==> src/rtl/scratch_pad_reorder_buf.sv <==
// scratch_pad_reorder_buf: per-port read-return reorder buffer; optional REORDER_BYPASS_EN sends head responses straight to q
module scratch_pad_reorder_buf #(
  parameter int WIDTH = 16,
  parameter int DEPTH = 32,
  localparam int TAG_W = $clog2(DEPTH)
) (
  input  logic             clk,
  input  logic             rst,
  input  logic             req,
  output logic [TAG_W-1:0] req_tag,
  output logic             full,
  input  logic             rsp_valid,
  input  logic [TAG_W-1:0] rsp_tag,
  input  logic [WIDTH-1:0] rsp_data,
  output logic [WIDTH-1:0] q,
  output logic             valid,
  input  logic             stall
);
  logic [TAG_W-1:0] head, tail;
  logic [TAG_W:0]   count;
  logic [DEPTH-1:0] alloc, filled;
  logic [WIDTH-1:0] mem [DEPTH];
  logic             out_free, do_alloc, do_rsp, do_pop, do_byp, rel;
  assign out_free = !valid || !stall;
  assign do_alloc = req && !full;
`ifdef REORDER_BYPASS_EN
  assign do_byp   = rsp_valid && rsp_tag == head && alloc[head] && !filled[head] && out_free;
`else
  assign do_byp   = 1'b0;
`endif
  assign do_rsp   = rsp_valid && alloc[rsp_tag] && !filled[rsp_tag] && !do_byp;
  assign do_pop   = filled[head] && out_free;
  assign rel      = do_pop || do_byp;
  assign req_tag  = tail;
  // count never exceeds DEPTH, so its top bit alone marks the full state
  assign full     = count[TAG_W];
  // slot storage is written only by accepted responses and needs no reset
  always_ff @(posedge clk)
    if (do_rsp) mem[rsp_tag] <= rsp_data;
  // slot bookkeeping, pointers and in-order output register
  always_ff @(posedge clk or negedge rst) begin
    if (!rst) begin
      head   <= '0;
      tail   <= '0;
      count  <= '0;
      alloc  <= '0;
      filled <= '0;
      q      <= '0;
      valid  <= 1'b0;
    end else begin
      if (do_alloc) begin
        alloc[tail] <= 1'b1;
        tail        <= tail + 1'b1;
      end
      if (do_rsp) filled[rsp_tag] <= 1'b1;
      if (rel) begin
        alloc[head]  <= 1'b0;
        filled[head] <= 1'b0;
        head         <= head + 1'b1;
      end
      count <= count + {{TAG_W{1'b0}}, do_alloc} - {{TAG_W{1'b0}}, rel};
      if (do_pop) begin
        q     <= mem[head];
        valid <= 1'b1;
      end else if (do_byp) begin
        q     <= rsp_data;
        valid <= 1'b1;
      end else if (!stall) begin
        valid <= 1'b0;
      end
    end
  end
endmodule

==> config.mk <==
export PLATFORM = sky130hd
export DESIGN_NAME = scratch_pad_reorder_buf
export DESIGN_NICKNAME = d
export VERILOG_FILES = /design/src/rtl/scratch_pad_reorder_buf.sv
export SDC_FILE = /design/constraint.sdc
export NUM_CORES = 1
export LEC_CHECK = 0
export ABC_AREA = 0
export CAP_MARGIN = 20
export CORE_MARGIN = 4
export CORE_UTILIZATION = 50
export DETAILED_ROUTE_END_ITERATION = 8
export DONT_BUFFER_PORTS = 1
export GPL_TIMING_DRIVEN = 0
export PLACE_DENSITY = 0.71
export SLEW_MARGIN = 5
export SYNTH_ARGS = -nofsm -noshare
export SYNTH_HDL_FRONTEND = slang
export SYNTH_SLANG_ARGS = --single-unit
==> constraint.sdc <==
create_clock -name clk -period 5.2 [get_ports clk]
set_input_delay 0.52 -clock clk [delete_from_list [all_inputs] [get_ports clk]]
set_output_delay 0.52 -clock clk [all_outputs]
set_load 0.01 [all_outputs]
==> impl_metrics.yaml <==
synth:
  netlist_area_sq_mm: 0.0247
  number_of_cells_produced_by_synthesis: 1302
  yosys-top-cells-count: "sky130_fd_sc_hd__edfxtp_1 (512), sky130_fd_sc_hd__mux4_2 (132), sky130_fd_sc_hd__dfrtp_1 (97)"
  synth.avg_cell_area_sq_um: 18.9
  synthDominantAreaCellType: "sky130_fd_sc_hd__edfxtp_1"
  post_synth_main_area_contributors: "sky130_fd_sc_hd__edfxtp_1 (62%), sky130_fd_sc_hd__mux4_2 (12%), sky130_fd_sc_hd__dfrtp_1 (9.8%)"
  ys_warn_count: 0
  synth-edff-count: 512
  ys_types: 63
  postSynthNetCount: 1343
  yosysSeqAreaShare: 0.722
  synth-seq-cells: 609
  synth_top_flop_cell: "sky130_fd_sc_hd__edfxtp_1"
  ys_async_sr_fraction: 0.159
  post_synth_top_area_share: 0.624
  cell_with_the_most_instances_after_synthesis: "sky130_fd_sc_hd__edfxtp_1"
global_routing:
  grt_pass1_vias: 14100
  grt_use_met1: 0.352
  grt_use_met2: 0.400
  overflow: 0
  antenna_found_initial: 0
  grt_util_met3: 0.0528
  busiest_layer: "met2"
  grt_first_pass_wirelength_microns: 97900
  track_usage: 0.254
  grt_start_max_net_pins: 98
place:
  hpwlAfterDp_microns: 45600
  port_buffers: 0
  dp_slack_ns: 0.975
  place_inst: 2025
  last_weighted_congestion_value_of_the_routability_driven_placer: 0.915
  dpl-instance-area_sq_mm: 0.0262
clocking:
  ctsResizeCount: 0
  cts.sinks: 609
  post_cts_buffers: 0
  clk_pin_slew_ns: 0.07
  tritoncts_clock_tree: "built"
  cts_root_buf: "sky130_fd_sc_hd__clkbuf_16"
  cts.path.max_buffers: 3
  holdBufCountCts: 19
  cts_buffers: 59
  worst_skew_pair.late_latency_ns: 0.64
  htree_num_levels: 2
timing:
  setup-violations-final: 0
  max-slew-margin-rel: 0.251
  rsz0062_at_grt: "false"
  achievable-frequency_mhz: 228
  clock-skew-final_ns: 0.0363
  worst_slack_ns: 0.818
  worst_slew_pin_slew_ns: 1.12
  fin_crit_sh: 0.843
  setup_total_negative_slack_ns: 0
  finalCriticalPeriod_ns: 4.38
  drv_slew: 0
  timing.final.hold_violations: 0
die:
  core_sq_mm: 0.0488
  initial_core_util: 0.505
  die_height_microns: 230
  die_area_sq_mm: 0.0529
  ios: 49
  die_x_microns: 230
  fp-row-count: 81
worst_setup_path:
  required_worst_endpoint_ns: 5.73
  arrival_ns: 4.91
  worst_setup_path_start_kind: "flop"
  timing.critical_path.slowest_stage_cell: "sky130_fd_sc_hd__nor3_2"
  crit_path_end_kind: "flop"
  worst_path_largest_cell_delay_ns: 0.87
  r2r.worst_path.cells: 17
  cp_max_fo: 10
  timing.setup.critical_path_class: "flop to flop"
  critical_path_cell_list: "buf_2 -> nor3_2 -> a22oi_1 -> and3_1 -> o221ai_2 -> and2_1 -> buf_6 -> buf_8 -> buf_6 -> ha_1 -> inv_1 -> ha_1 -> fa_1 -> a21oi_1 -> nor2_1 -> nor2_1 -> xnor2_1"
power_and_ir_drop:
  vdd_ir_drop_max_mv: 0.352
  power.switching_fraction: 0.328
  power_frac_clock: 0.282
  cellLeakagePower_nw: 9.68
  relative_contribution_of_sequential_cells_to_total_power: 0.401
  power.combinational.fraction: 0.316
  cellInternalPower_mw: 10.1
  switchingPower_mw: 4.93
  power-per-cell-area_mw_per_mm2: 526
layout:
  final_design_area_no_fill_sq_mm: 0.0286
  layout-area-overhead-vs-synth_pct: 15.8
  layout-drive-gt1-share: 0.261
  stdcell_count: 2163
  fin_nets: 1490
  final_core_util: 0.585
detailed_routing:
  ant_nets: 0
  dr.first_iter.drc_count: 1954
  wirelength_routed_microns: 66900
  vias_per_cell: 6.40
  routed-via-count: 13800
  detail_route.drc_violations: 0
  drt_first_pass_iters: 5
  wl_per_cell_microns: 30.9
run:
  cap_violations: 0
worst_hold_path:
  hold_class: "input pin to flop"
  worst_hold_path.num_cells: 2
outcome:
  status: "completed"
## layer usage
layer	part of all wire	routed length [microns]
met5	0	0
met4	0.044	2960
met3	0.11	7030
met2	0.47	31600
met1	0.38	25300
## state kept, by name (all words and copies together) (netlist names)
register / cells
count: 6
mem: 512
head: 5
filled: 32
valid: 1
req_tag: 5
alloc: 32
q: 16
## power groups by stage
stage               sequential [mW]  clock [mW]  combinational, mW
floorplan                      6.00           0               3.20
global placement               6.11           0               4.47
detailed placement             6.13           0               4.59
CTS                            6.03        4.28               4.72
global route                   6.06        4.49               5.02
finish                         6.03        4.24               4.75
## layout make-up
class | count | area [sq um]
clock inverter | 33 | 368
fill | 3584 | 20300
clock buffer | 77 | 1540
multi-input combinational | 584 | 6440
timing repair buffer | 86 | 1020
inverter | 22 | 82.6
sequential | 609 | 17800
antenna | 1 | 2.50
buffer | 87 | 462
tap | 664 | 831
## through the flow
step                      hold WS (ns)  power, mW
final                            0.109       15.0
after global routing             0.128       15.6
after CTS                       0.0812       15.0
after detailed placement         0.227       10.7
after global placement           0.227       10.6
after floorplan                  0.224       9.20
## kinds of logic after synthesis
group,after synthesis,share of synthesized area
AO/OA/AOI/OAI,207,0.0572
XOR/XNOR,13,0.00462
adder cells (fa/ha/maj),15,0.00792
buffers and inverters,109,0.0221
flip-flops,609,0.722
multiplexers,187,0.146
AND/OR/NAND/NOR,162,0.0400
## layout by cell type, fill, tap and decap left out, drive strengths merged, types with 17 or more instances in the layout
| cell | instances |
|---|---|
| edfxtp | 512 |
| a22oi | 68 |
| clkbuf | 118 |
| a31oi | 31 |
| mux2 | 23 |
| nor2 | 17 |
| clkinv | 25 |
| mux4 | 132 |
| buf | 122 |
| dfrtp | 97 |
| mux2i | 32 |
| nand4 | 18 |
| a2bb2oi | 18 |
| nand2 | 17 |
| and2 | 25 |
| inv | 24 |
| a21oi | 54 |
## worst max-delay path: cells and delay by family, from the launching register on
kind | cells | cell delay, ns
XOR/XNOR | 1 | 0.13
AND/OR/NAND/NOR | 5 | 1.51
flip-flops | 1 | 0.40
adder cells (fa/ha/maj) | 3 | 0.77
AO/OA/AOI/OAI | 3 | 0.65
buffers and inverters | 5 | 0.81
## final timing paths
kind / start / endpoint / slack, ns
worst max-delay path: head[3]$_DFFE_PN0N_ / count[4]$_DFF_PN0_ / 0.82
worst min-delay path: stall / valid$_DFFE_PN0P_ / 0.11
worst max register to register: head[3]$_DFFE_PN0N_ / count[4]$_DFF_PN0_ / 0.82
worst min register to register: count[0]$_DFF_PN0_ / count[0]$_DFF_PN0_ / 0.48
max in group asynchronous: rst / q[1]$_DFFE_PN0N_ / 4.27
min in group asynchronous: rst / q[2]$_DFFE_PN0N_ / 0.51
Note: power is estimated with default switching activity, not from simulation.
